[src/rtl/snn_pkg.sv]
// snn_pkg: shared configuration, types and helpers for the SNN spike readout slice.
//   T, N, CW, LANES    : neuron blocks, neurons per block, counter width, counts per beat
//   BEATS_PER_BLOCK    : output beats needed to cover one block
//   readout_state_t    : readout FSM states
//   count_t / sat_inc  : counter type and its saturating increment
// Index ports carry one bit more than $clog2 needs, so out-of-range spike addresses
// can be presented and flagged even when T and N are powers of two.
package snn_pkg;

  localparam int unsigned T     = 4;
  localparam int unsigned N     = 8;
  localparam int unsigned CW    = 8;
  localparam int unsigned LANES = 4;

  localparam int unsigned BEATS_PER_BLOCK = N / LANES;
  localparam int unsigned BEATS           = T * BEATS_PER_BLOCK;

  localparam int unsigned TW    = (T > 1) ? $clog2(T) : 1;
  localparam int unsigned NW    = (N > 1) ? $clog2(N) : 1;
  localparam int unsigned BLK_W = TW + 1;
  localparam int unsigned NRN_W = NW + 1;
  localparam int unsigned IDX_W = ((T * N) > 1) ? $clog2(T * N) : 1;
  localparam int unsigned BW    = (BEATS > 1) ? $clog2(BEATS) : 1;
  localparam int unsigned DW    = LANES * CW;

  typedef enum logic [1:0] {IDLE, ACCUM, DRAIN} readout_state_t;

  typedef logic [CW-1:0] count_t;

  localparam count_t CNT_MAX = '1;

  function automatic count_t sat_inc(input count_t c);
    return (c == CNT_MAX) ? c : c + 1'b1;
  endfunction

endpackage

[src/rtl/snn_spike_count_bank.sv]
// snn_spike_count_bank: T*N saturating spike counters, stored block-major
// (flat index = block*N + neuron), so beat b covers flat indices b*LANES .. b*LANES+LANES-1.
//   clk, reset      : clock, asynchronous active-high reset (all counters to 0)
//   inc_en_i        : increment counter inc_idx_i this cycle
//   inc_idx_i       : flat counter index for the increment
//   inc_at_max_o    : addressed counter is already saturated
//   rc_beat_i       : beat index for the read-and-clear port
//   rc_clr_i        : clear the LANES counters of rc_beat_i at the next edge
//   rc_data_o       : LANES counts of rc_beat_i, lane k at [k*CW +: CW]
module snn_spike_count_bank
  import snn_pkg::*;
(
  input  logic             clk,
  input  logic             reset,
  input  logic             inc_en_i,
  input  logic [IDX_W-1:0] inc_idx_i,
  output logic             inc_at_max_o,
  input  logic [BW-1:0]    rc_beat_i,
  input  logic             rc_clr_i,
  output logic [DW-1:0]    rc_data_o
);

  count_t cnt_q [T*N];
  count_t cnt_d [T*N];

  assign inc_at_max_o = (cnt_q[inc_idx_i] == CNT_MAX);

  always_comb begin
    rc_data_o = '0;
    for (int k = 0; k < LANES; k++) begin
      rc_data_o[k*CW +: CW] = cnt_q[IDX_W'(32'(rc_beat_i) * LANES + k)];
    end
  end

  always_comb begin
    cnt_d = cnt_q;
    if (inc_en_i) begin
      cnt_d[inc_idx_i] = sat_inc(cnt_q[inc_idx_i]);
    end
    // Clear wins over a same-cycle increment of the same counter.
    if (rc_clr_i) begin
      for (int k = 0; k < LANES; k++) begin
        cnt_d[IDX_W'(32'(rc_beat_i) * LANES + k)] = '0;
      end
    end
  end

  always_ff @(posedge clk or posedge reset) begin
    if (reset) begin
      for (int i = 0; i < T * N; i++) begin
        cnt_q[i] <= '0;
      end
    end else begin
      cnt_q <= cnt_d;
    end
  end

endmodule

[src/rtl/snn_spike_readout.sv]
// snn_spike_readout: per-(block,neuron) spike counter bank with an AXI-Stream drain.
// Counts spikes while time_step is high, then streams all T*N counts, LANES per beat,
// clearing each beat's counters as it is taken into the output register.
//   clk, reset            : clock, asynchronous active-high reset
//   time_step             : window enable, high = accumulate
//   spike_valid           : one spike event this cycle at (spike_block, spike_neuron)
//   m_tvalid/m_tready     : AXIS handshake
//   m_tdata / m_tlast     : LANES counts per beat / final beat of a frame
//   drop_count            : spikes seen while draining (saturating, 16 bit)
//   sat_flag, err_index   : sticky saturation / out-of-range address flags
// Optional feature, macro SNN_READOUT_TUSER_EN: adds m_tuser = block index of the beat.
module snn_spike_readout
  import snn_pkg::*;
(
  input  logic             clk,
  input  logic             reset,
  input  logic             time_step,
  input  logic             spike_valid,
  input  logic [BLK_W-1:0] spike_block,
  input  logic [NRN_W-1:0] spike_neuron,
  output logic             m_tvalid,
  input  logic             m_tready,
  output logic [DW-1:0]    m_tdata,
  output logic             m_tlast,
  output logic [15:0]      drop_count,
  output logic             sat_flag,
  output logic             err_index
`ifdef SNN_READOUT_TUSER_EN
  ,
  output logic [TW-1:0]    m_tuser
`endif
);

  if ((N % LANES) != 0) begin : g_bad_lanes
    $error("snn_spike_readout: N must be a multiple of LANES");
  end

  readout_state_t   state_q, state_d;
  logic [BW-1:0]    beat_q, beat_d;     // next beat to load into the output register
  logic             tvalid_q, tvalid_d;
  logic [DW-1:0]    tdata_q, tdata_d;
  logic             tlast_q, tlast_d;
  logic [15:0]      drop_q, drop_d;
  logic             sat_q, sat_d;
  logic             err_q, err_d;
`ifdef SNN_READOUT_TUSER_EN
  logic [TW-1:0]    tuser_q, tuser_d;
`endif

  logic             in_range;
  logic             inc_en;
  logic [IDX_W-1:0] inc_idx;
  logic             at_max;
  logic             load;
  logic [DW-1:0]    rc_data;

  assign in_range = (32'(spike_block) < T) && (32'(spike_neuron) < N);
  assign inc_idx  = IDX_W'(32'(spike_block) * N + 32'(spike_neuron));

  snn_spike_count_bank u_bank (
    .clk          (clk),
    .reset        (reset),
    .inc_en_i     (inc_en),
    .inc_idx_i    (inc_idx),
    .inc_at_max_o (at_max),
    .rc_beat_i    (beat_q),
    .rc_clr_i     (load),
    .rc_data_o    (rc_data)
  );

  always_comb begin
    state_d  = state_q;
    beat_d   = beat_q;
    tvalid_d = tvalid_q;
    tdata_d  = tdata_q;
    tlast_d  = tlast_q;
    drop_d   = drop_q;
    sat_d    = sat_q;
    err_d    = err_q;
`ifdef SNN_READOUT_TUSER_EN
    tuser_d  = tuser_q;
`endif
    inc_en   = 1'b0;
    load     = 1'b0;

    if (spike_valid && !in_range) begin
      err_d = 1'b1;
    end

    unique case (state_q)
      IDLE: begin
        if (time_step) begin
          state_d = ACCUM;
        end
      end
      ACCUM: begin
        inc_en = spike_valid && in_range;
        if (inc_en && at_max) begin
          sat_d = 1'b1;
        end
        if (!time_step) begin
          state_d = DRAIN;
          beat_d  = '0;
        end
      end
      DRAIN: begin
        if (spike_valid && (drop_q != 16'hFFFF)) begin
          drop_d = drop_q + 16'd1;
        end
        // Counters are read and cleared as the beat enters the output register; nothing
        // can increment them during DRAIN, so this matches clearing at the handshake.
        load = !tvalid_q || (m_tready && !tlast_q);
        if (load) begin
          tvalid_d = 1'b1;
          tdata_d  = rc_data;
          tlast_d  = (32'(beat_q) == BEATS - 1);
          beat_d   = beat_q + 1'b1;
`ifdef SNN_READOUT_TUSER_EN
          tuser_d  = TW'(32'(beat_q) / BEATS_PER_BLOCK);
`endif
        end else if (tvalid_q && m_tready) begin
          // Handshake of the last beat closes the frame.
          tvalid_d = 1'b0;
          tlast_d  = 1'b0;
          beat_d   = '0;
          state_d  = IDLE;
        end
      end
      default: begin
        state_d = IDLE;
      end
    endcase
  end

  always_ff @(posedge clk or posedge reset) begin
    if (reset) begin
      state_q  <= IDLE;
      beat_q   <= '0;
      tvalid_q <= 1'b0;
      tdata_q  <= '0;
      tlast_q  <= 1'b0;
      drop_q   <= '0;
      sat_q    <= 1'b0;
      err_q    <= 1'b0;
`ifdef SNN_READOUT_TUSER_EN
      tuser_q  <= '0;
`endif
    end else begin
      state_q  <= state_d;
      beat_q   <= beat_d;
      tvalid_q <= tvalid_d;
      tdata_q  <= tdata_d;
      tlast_q  <= tlast_d;
      drop_q   <= drop_d;
      sat_q    <= sat_d;
      err_q    <= err_d;
`ifdef SNN_READOUT_TUSER_EN
      tuser_q  <= tuser_d;
`endif
    end
  end

  assign m_tvalid   = tvalid_q;
  assign m_tdata    = tdata_q;
  assign m_tlast    = tlast_q;
  assign drop_count = drop_q;
  assign sat_flag   = sat_q;
  assign err_index  = err_q;
`ifdef SNN_READOUT_TUSER_EN
  assign m_tuser    = tuser_q;
`endif

endmodule

[config.mk]
export PLATFORM = sky130hd
export DESIGN_NAME = snn_spike_readout
export DESIGN_NICKNAME = d
export VERILOG_FILES = /design/src/rtl/snn_pkg.sv /design/src/rtl/snn_spike_count_bank.sv /design/src/rtl/snn_spike_readout.sv
export SDC_FILE = /design/constraint.sdc
export NUM_CORES = 1
export LEC_CHECK = 0
export ABC_CLOCK_PERIOD_IN_PS = 11780
export BUFFER_PORTS_ARGS = -buffer_cell sky130_fd_sc_hd__buf_2
export CAP_MARGIN = 20
export CORE_ASPECT_RATIO = 0.8
export CORE_UTILIZATION = 45
export CTS_BUF_LIST = sky130_fd_sc_hd__clkbuf_8
export DETAILED_ROUTE_END_ITERATION = 6
export SLEW_MARGIN = 20
export SYNTH_ARGS = -nofsm -noshare
export SYNTH_HDL_FRONTEND = slang
export SYNTH_SLANG_ARGS = --single-unit
[constraint.sdc]
create_clock -name clk -period 11.78 [get_ports clk]
set_input_delay 1.767 -clock clk [delete_from_list [all_inputs] [get_ports clk]]
set_output_delay 1.767 -clock clk [all_outputs]
set_load 0.02 [all_outputs]
# Yosys cells after proc, flatten, opt, wreduce, memory -nomap -nowiden
# Cells that the tools add are included.
[word_totals] ff_bits=313 latch_bits=0 ram_bits=0 rom_bits=0 input_bits=12 output_inout_bits=52 wordCells=150 memories=0
[classes] add_sub_neg=7 multipliers=0 n_div=0 magnitude_cmp=12 n_eq_ne=10 n_shift=0 muxes=43 bitwise_logic=13 n_reduce_logical=25
[ops] cell="256-bit bitwise AND" n=4
[ops] cell="256-bit NOT" n=4
[ops] cell="256-bit two-way mux" n=2
[ops] cell="256-bit bitwise mux" n=1
[ops] cell="8-bit binary-select mux with 5-bit select" n=5
[ops] cell="8-bit demux with 5-bit select" n=5
[ops] cell="8-bit two-way mux" n=16
[ops] cell="6-bit greater-or-equal comparator, second input constant" n=5
[ops] cell="6-bit by 1-bit < comparator with 1-bit output, second input constant" n=5
[ops] cell="5-bit NOT with 6-bit output" n=5
[ops] cell="16-bit by 1-bit adder with 16-bit output, second input constant" n=1
[ops] cell="16-bit != test, second input constant" n=1
[ops] cell="1-bit logical AND" n=12
[ops] cell="5-bit by 2-bit adder with 5-bit output, second input constant" n=2
[ops] cell="3-bit two-way mux" n=3
[ops] cell="8-bit by 1-bit adder with 8-bit output, second input constant" n=1
[ops] cell="8-bit == test, second input constant" n=1
[ops] cell="2-bit two-way mux" n=4
[ops] cell="2-bit != test, second input constant" n=4
[ops] cell="2-bit AND reduction" n=4
[ops] cell="2-bit one-hot mux with 3 select lines" n=1
[ops] cell="3-bit one-hot mux with 2 select lines" n=1
[ops] cell="5-bit by 1-bit adder with 5-bit output, second input constant" n=1
[ops] cell="5-bit by 4-bit adder with 5-bit output" n=1
[ops] cell="14 further kinds" n=21

# Longest topological paths before layout
# Gate-level depths: netlist (run 1).
[depth] word_depth=14 mapped_depth=16 ltp_nobuf=12

# By module
# Synthesis (run 1) repeated with hierarchy kept, for this count alone.
[unflattened] cells_unflattened=1705 area_unflattened_um2=17633.2
[modules_own_cells] mod="snn_spike_count_bank" n_inst=1 cells_each=1528 area_each_um2=15077.0 seq_area_each_um2=6406.1
[modules_own_cells] mod="snn_spike_readout" n_inst=1 cells_each=177 area_each_um2=2556.2 seq_area_each_um2=1426.4

# Least setup slack after synthesis (run 1)
# OpenSTA, ideal clock, no wires.
[synth_timing] kind="input to register" startpoint="input spike_block[0]" endpoint="register u_bank.cnt_q[132] in the netlist's numbering" setup_time_ns=0.145 t_arrival_ns=4.690 required_time_ns=11.635 path_slack_ns=6.945 path_stages=16 path_buffers=4 path_cell_list="ha_1 -> clkbuf_1 -> nand2b_1 -> nor2_1 -> buf_2 -> a22o_1 -> nor4_1 -> inv_1 -> ha_1 -> clkbuf_1 -> o41ai_2 -> nor2_1 -> xnor2_1 -> nor2_1 -> buf_2 -> a211oi_1"
[synth_lines] element="start: declaration" line_no="snn_spike_readout.sv:19" rtl="input logic [BLK_W-1:0] spike_block,"
[synth_lines] element="end signal: assignment" line_no="snn_spike_count_bank.sv:54" rtl="cnt_q <= cnt_d;"
[synth_lines] element="end: declaration" line_no="snn_spike_count_bank.sv:23" rtl="count_t cnt_q [T*N];"

==> results of run 1 <==
cells by family (layout without fill, tap and decap cells):
group,after synthesis,after routing,share of synthesized area [%]
compound gates,377,377,13.90
xor+xnor,19,19,1.111
fa+ha+maj,5,5,0.3678
buf+inv,149,193,3.906
flops,313,313,46.05
mux,163,163,19.01
other cells,0,1,0
simple gates,573,573,15.65
cell usage in the layout (no fill, tap or decap), types with 3 or more instances in the layout:
| cell type | Yosys | final |
|---|---|---|
| nor2_2 | 0 | 3 |
| or4_1 | 3 | 3 |
| mux2i_1 | 34 | 33 |
| nand3_1 | 192 | 192 |
| clkinv_2 | 0 | 8 |
| bufinv_16 | 0 | 3 |
| xnor2_1 | 13 | 13 |
| mux4_2 | 128 | 128 |
| or3b_1 | 12 | 12 |
| o221ai_1 | 8 | 8 |
| a211oi_1 | 45 | 45 |
| clkbuf_8 | 0 | 67 |
| o211ai_1 | 24 | 24 |
| nand2b_1 | 7 | 7 |
| xor2_1 | 3 | 3 |
| inv_1 | 6 | 17 |
| dfrtp_1 | 313 | 310 |
| nor2_1 | 124 | 121 |
| nand4_1 | 6 | 6 |
| a41oi_1 | 32 | 32 |
| nor2b_1 | 7 | 7 |
| and3_1 | 5 | 5 |
| o21ai_0 | 73 | 73 |
| and2_1 | 4 | 4 |
| and4_1 | 6 | 6 |
| nor4_1 | 5 | 5 |
| buf_4 | 7 | 34 |
| nand2_1 | 189 | 188 |
| a21oi_1 | 148 | 148 |
| buf_2 | 24 | 61 |
| a22oi_1 | 12 | 12 |
| ha_1 | 5 | 5 |
| a22o_1 | 23 | 23 |
synthesized netlist by cell type, types with 6 or more instances:
master	n
a22oi_1	12
mux2i_1	34
mux4_2	128
nand2_1	189
nor2_1	124
dfrtp_1	313
xnor2_1	13
inv_1	6
buf_4	7
nand3_1	192
a41oi_1	32
buf_6	6
and4_1	6
o21ai_0	73
buf_1	15
a211oi_1	45
o221ai_1	8
or3b_1	12
a21oi_1	148
a22o_1	23
nand4_1	6
buf_2	24
clkbuf_1	88
nand2b_1	7
nor2b_1	7
o211ai_1	24
report_power, final:
group | total [mW] | switching, mW | internal (mW)
Clock | 1.05 | 0.473 | 0.575
Sequential | 1.29 | 0.0986 | 1.19
Combinational | 0.736 | 0.464 | 0.272
Total | 3.07 | 1.04 | 2.04
worst paths after layout:
path                                    from           endpoint  slack (ps)  cells after the start
setup / recovery             spike_neuron[0]  u_bank.cnt_q[230]        5240                     13
hold / removal                    state_q[1]         state_q[0]         420                      1
setup reg to reg           u_bank.cnt_q[192]  u_bank.cnt_q[230]        7280                     11
hold reg to reg                   state_q[1]         state_q[0]         420                      1
max in group asynchronous              reset   u_bank.cnt_q[63]        8910                      3
min in group asynchronous              reset        m_tdata[26]        1290                      2
final cells by class:
| class | count | area (sq um) | area share [%] |
|---|---|---|---|
| sequential | 313 | 7839 | 41.84 |
| clock inverter | 25 | 191.4 | 1.022 |
| tap | 487 | 609.3 | 3.253 |
| multi-input combinational | 1137 | 8578 | 45.79 |
| timing repair buffer | 95 | 560.5 | 2.992 |
| inverter | 6 | 30.03 | 0.1603 |
| clock buffer | 67 | 922.1 | 4.923 |
| antenna | 1 | 2.502 | 0.01336 |
through the flow:
step	util (%)	setup slack (ps)
detailed placement	47.41	4777
CTS	50.41	5419
finish	50.46	5244
global placement	47.38	4943
global route	50.45	4976
floorplan	-	1355
flip-flops by register name, indices dropped and copies added (netlist names):
signal        cells
drop_count       16
m_tvalid          1
m_tlast           1
u_bank.cnt_q    256
sat_flag          1
state_q           2
err_index         1
m_tdata          32
beat_q            3
worst max-delay path, stage by stage:
cell     delay, ps
buf_4          370
buf_4          770
mux4_2         600
a22o_1         290
nor4_1         900
inv_1          260
ha_1           300
o41ai_2         90
nor4_1         160
mux2i_2        850
buf_4          380
nand2_1         70
a21oi_1        210
layer usage:
metal  global-route usage, %  vias to the layer above  routed length [um]
met2                   41.93                     1004               24270
met1                   45.88                     7134               24030
li1                        -                     6023                   -
met4                   9.520                        2                1472
met5                  0.7692                        -                  36
met3                   11.12                       95                8612
==> reports/results.ini, run 1 <==
[outcome]
status=finished, violations left
violations=design-rule violations

[job]
maxCapViolations=0

[grt]
grt_overflow=0
track_usage_pct=30.99
grt_max_degree=111
grt_pass1_vias=13520
grt_antenna_before_repair=2
grt_pass1_wl_mm=88.73

[timing]
hold_viol=0
slew_headroom_pct=21.38
period_share_pct=55.48
slew_viol_final=0
setup_viol=0
fmax_mhz=153.0
rsz0062_at_grt=false
timing.hold.ws_ps=424.5
min_period_ps=6536
tightest_slew_ps=1175
fin_skew_ps=20.57
tns_ps=0

[clock_network]
numCtsBuffers=51
clockRootBuffer=clkbuf_8
cts_tree=done
htree_levels=2
hold_buffers=0
clock_sinks=313
cts_buffer_depth=3
clock_latency_ps=630
cts_setup_buffers=0
cts_resized=0
clk_pin_slew_ps=70

[detailed_routing]
wirelength_mm=58.43
wl_per_cell_um=27.42
first_pass_iters=7
ant_nets=0
drtIter0Drc=1830
drc=3
vias_per_cell=6.691
routed-via-count=14260

[die]
die-area_sq_um=38590
core_area_sq_um=37130
io_pins=64
fp.dieH_um=175.9
chipWidth_um=219.4
row_count=63
start_util_pct=45.82

[logic_synthesis]
ys_seq_area_share_pct=46.05
avgSynthCellArea_sq_um=10.64
async_flop_share_pct=100.0
synth_edf_count=0
syn_area_sq_um=17010
ys_warn_count=0
synthCells=1599
syn_nets=1616
yosys-top-cells-area=dfrtp_1, mux4_2, nand3_1
yosysTopAreaCellShare_pct=46.05
yosysUniqueCellTypes=53
synthFlopType=dfrtp_1
yosysTopAreaCell=dfrtp_1
ys_ff_latch=313

[final_layout]
drive_gt1_share_pct=20.02
layout.nets=1621
instances_no_fill=2131
synthToLayoutAreaGrowth_pct=10.13
fin_area_sq_um=18730
fillers=3362

[placement]
hpwl_mm=39.81
dpl.cell_count=2038
postPlaceCellArea_sq_um=17600
place_congestion=0.9738
io_buffer_count=63

[worst_setup_path]
crit_fanout=47
end_kind=register
critPathKind=in -> reg
crit_required_ps=12310
arrival_ps=7070
crit_path_start_kind=input port

[power]
power_mw=3.073
p_leak_nw=7.576
p_per_area_nw_per_um2=164.0
ir_worst_vdd_v=0.0003367

[worst_hold_path]
hold_path_class=reg -> reg

Note: power is estimated with default switching activity, not from simulation.
==> run 2, diff against run 1 <==
--- a/config.mk
+++ b/config.mk
@@ -5,7 +5,7 @@
 export SDC_FILE = /design/constraint.sdc
 export NUM_CORES = 1
 export LEC_CHECK = 0
-export ABC_CLOCK_PERIOD_IN_PS = 11780
+export ABC_CLOCK_PERIOD_IN_PS = 6550
 export BUFFER_PORTS_ARGS = -buffer_cell sky130_fd_sc_hd__buf_2
 export CAP_MARGIN = 20
 export CORE_ASPECT_RATIO = 0.8
==> constraint.sdc (replaced) <==
create_clock -name clk -period 6.55 [get_ports clk]
set_input_delay 0.9825 -clock clk [delete_from_list [all_inputs] [get_ports clk]]
set_output_delay 0.9825 -clock clk [all_outputs]
set_load 0.02 [all_outputs]
==> run 2 against run 1 <==
Via count is 0.55% higher. Register-to-register slack got worse by 4900 ps. Worst hold slack improved by 7.0 ps. Utilization rose by 0.39 points. The run now ends clean. Non-clock buffer count up 13. First-iteration DRC count rose by 14%. Sequential power rose by 79%. Clock power rose by 86%. Combinational power increased by 82%. Critical path depth decreased by 1. Die area is the same.
==> reports/results.ini, run 2 (synthesized netlist as in run 1, its figures left out) <==
[outcome]
status=finished, final reports clean

[timing]
fin_skew_ps=32.77
slew_headroom_pct=15.77
tightest_slew_ps=1259
setup_viol=0
hold_viol=0
timing.hold.ws_ps=431.5
min_period_ps=4770
fmax_mhz=209.6
rsz0062_at_grt=false
slew_viol_final=0
tns_ps=0
period_share_pct=72.83

[final_layout]
fin_area_sq_um=18880
n_antenna_cell=0
fillers=3332
largest_register=u_bank.cnt_q
seq_area_sq_um=7839
synthToLayoutAreaGrowth_pct=10.97
drive_gt1_share_pct=20.55
final_common_cell=dfrtp_1
layout.nets=1635
largest_register_ff_count=256
layout_common_cells=dfrtp_1, nand3_1, nand2_1
multi_input_area_sq_um=8561

[clock_network]
clockRootBuffer=clkbuf_8
cts_tree=done
clk_pin_slew_ps=60
cts_buffer_depth=3
clock_sinks=313
cts_resized=0
hold_buffers=0
cts_setup_buffers=0
numCtsBuffers=52
htree_levels=2
clock_latency_ps=640

[worst_setup_path]
crit_buf_inv=4
crit_chain=buf_4 > mux4_2 > a22o_1 > nor4_1 > inv_1 > ha_1 > buf_4 > nand4_1 > nand3_1 > buf_4 > nand3_1 > a21oi_1
cpMaxStageDelayCell=nor4_1
regToRegSetupSlack_ps=2370
rr_endpoint=u_bank.cnt_q[253]
arrival_ps=5220
crit_path_max_incr_delay_ps=710
critPathKind=in -> reg
cpLargestDelayFamily=simple AND/OR/NAND/NOR gates
crit_fanout=35
r2r_start=u_bank.cnt_q[200]
crit_path_start_kind=input port
endpoint=u_bank.cnt_q[253]
cp_common_cell=buf_4
reg2regPathDepth=11
crit_required_ps=6990
crit_start=spike_neuron[0]
crit_cells=12
end_kind=register

[grt]
grt_pass1_wl_mm=89.28
grt_max_degree=136
grt_antenna_before_repair=1
track_usage_pct=31.57
grt_overflow=0
grt_pass1_vias=13430

[placement]
place_congestion=1.007
postPlaceCellArea_sq_um=17690
hpwl_mm=39.89
io_buffer_count=63

[worst_hold_path]
hold_path_class=reg -> reg
min-delay-start=state_q[1]

[die]
fp.dieH_um=175.9
chipWidth_um=219.4
core_area_sq_um=37130
row_count=63
start_util_pct=45.82
die-area_sq_um=38590
io_pins=64

[detailed_routing]
vias_per_cell=6.681
drtIter0Drc=2090
ant_nets=0
wirelength_mm=59.81
drc=0
first_pass_iters=5
routed-via-count=14340
wl_per_cell_um=27.87

[power]
ir_worst_vdd_v=0.0006514
p_per_area_nw_per_um2=297.2
p_leak_nw=7.669

[job]
maxCapViolations=0

==> run 2: area by class of cell <==
type | count | area share, %
multi-input combinational | 1137 | 45.35
sequential | 313 | 41.53
clock buffer | 65 | 4.739
timing repair buffer | 108 | 3.612
tap | 487 | 3.228
clock inverter | 30 | 1.405
inverter | 6 | 0.1392
==> run 2: metrics by stage <==
| stage | power (mW) | util (%) | std cells | worst slack [ps] |
|---|---|---|---|---|
| after floorplan | 3.261 | - | 1599 | 1399 |
| after global placement | 3.652 | 47.61 | 2048 | 1314 |
| after detailed placement | 3.678 | 47.64 | 2049 | 1257 |
| after CTS | 5.621 | 50.76 | 2144 | 1896 |
| after global routing | 5.855 | 50.84 | 2146 | 1517 |
| final | 5.610 | 50.84 | 2146 | 1780 |
==> run 2: how the worst min path moves through the flow <==
stage,endpoint,slack (ps),depth (start not counted)
floorplan,state_q[0],410,1
detailed placement,state_q[0],420,1
global route,state_q[0],450,1
global placement,state_q[0],420,1
finish,state_q[0],430,1
CTS,state_q[0],430,1
==> run 2: routing by layer <==
layer	vias up	global-route usage [%]	wire length, um
li1	6039	-	-
met1	7170	45.73	24770
met2	999	42.46	24490
met3	127	13.58	8859
met4	2	9.230	1669
met5	-	0	13
==> run 2: power by group <==
group | internal, mW | switching, mW | leakage, nW
clock network | 1.09 | 0.861 | 0.651
logic | 0.493 | 0.848 | 2.75
registers | 2.14 | 0.174 | 4.27
total | 3.73 | 1.88 | 7.67
==> run 2: worst reg2reg max path: stages, from the launching register on <==
cell	delay, ps
dfrtp_1	410
mux4_2	500
a22o_1	290
nor4_1	710
inv_1	240
ha_1	270
buf_4	250
nand4_1	140
nand3_1	540
buf_4	450
nand3_1	110
a21oi_1	70
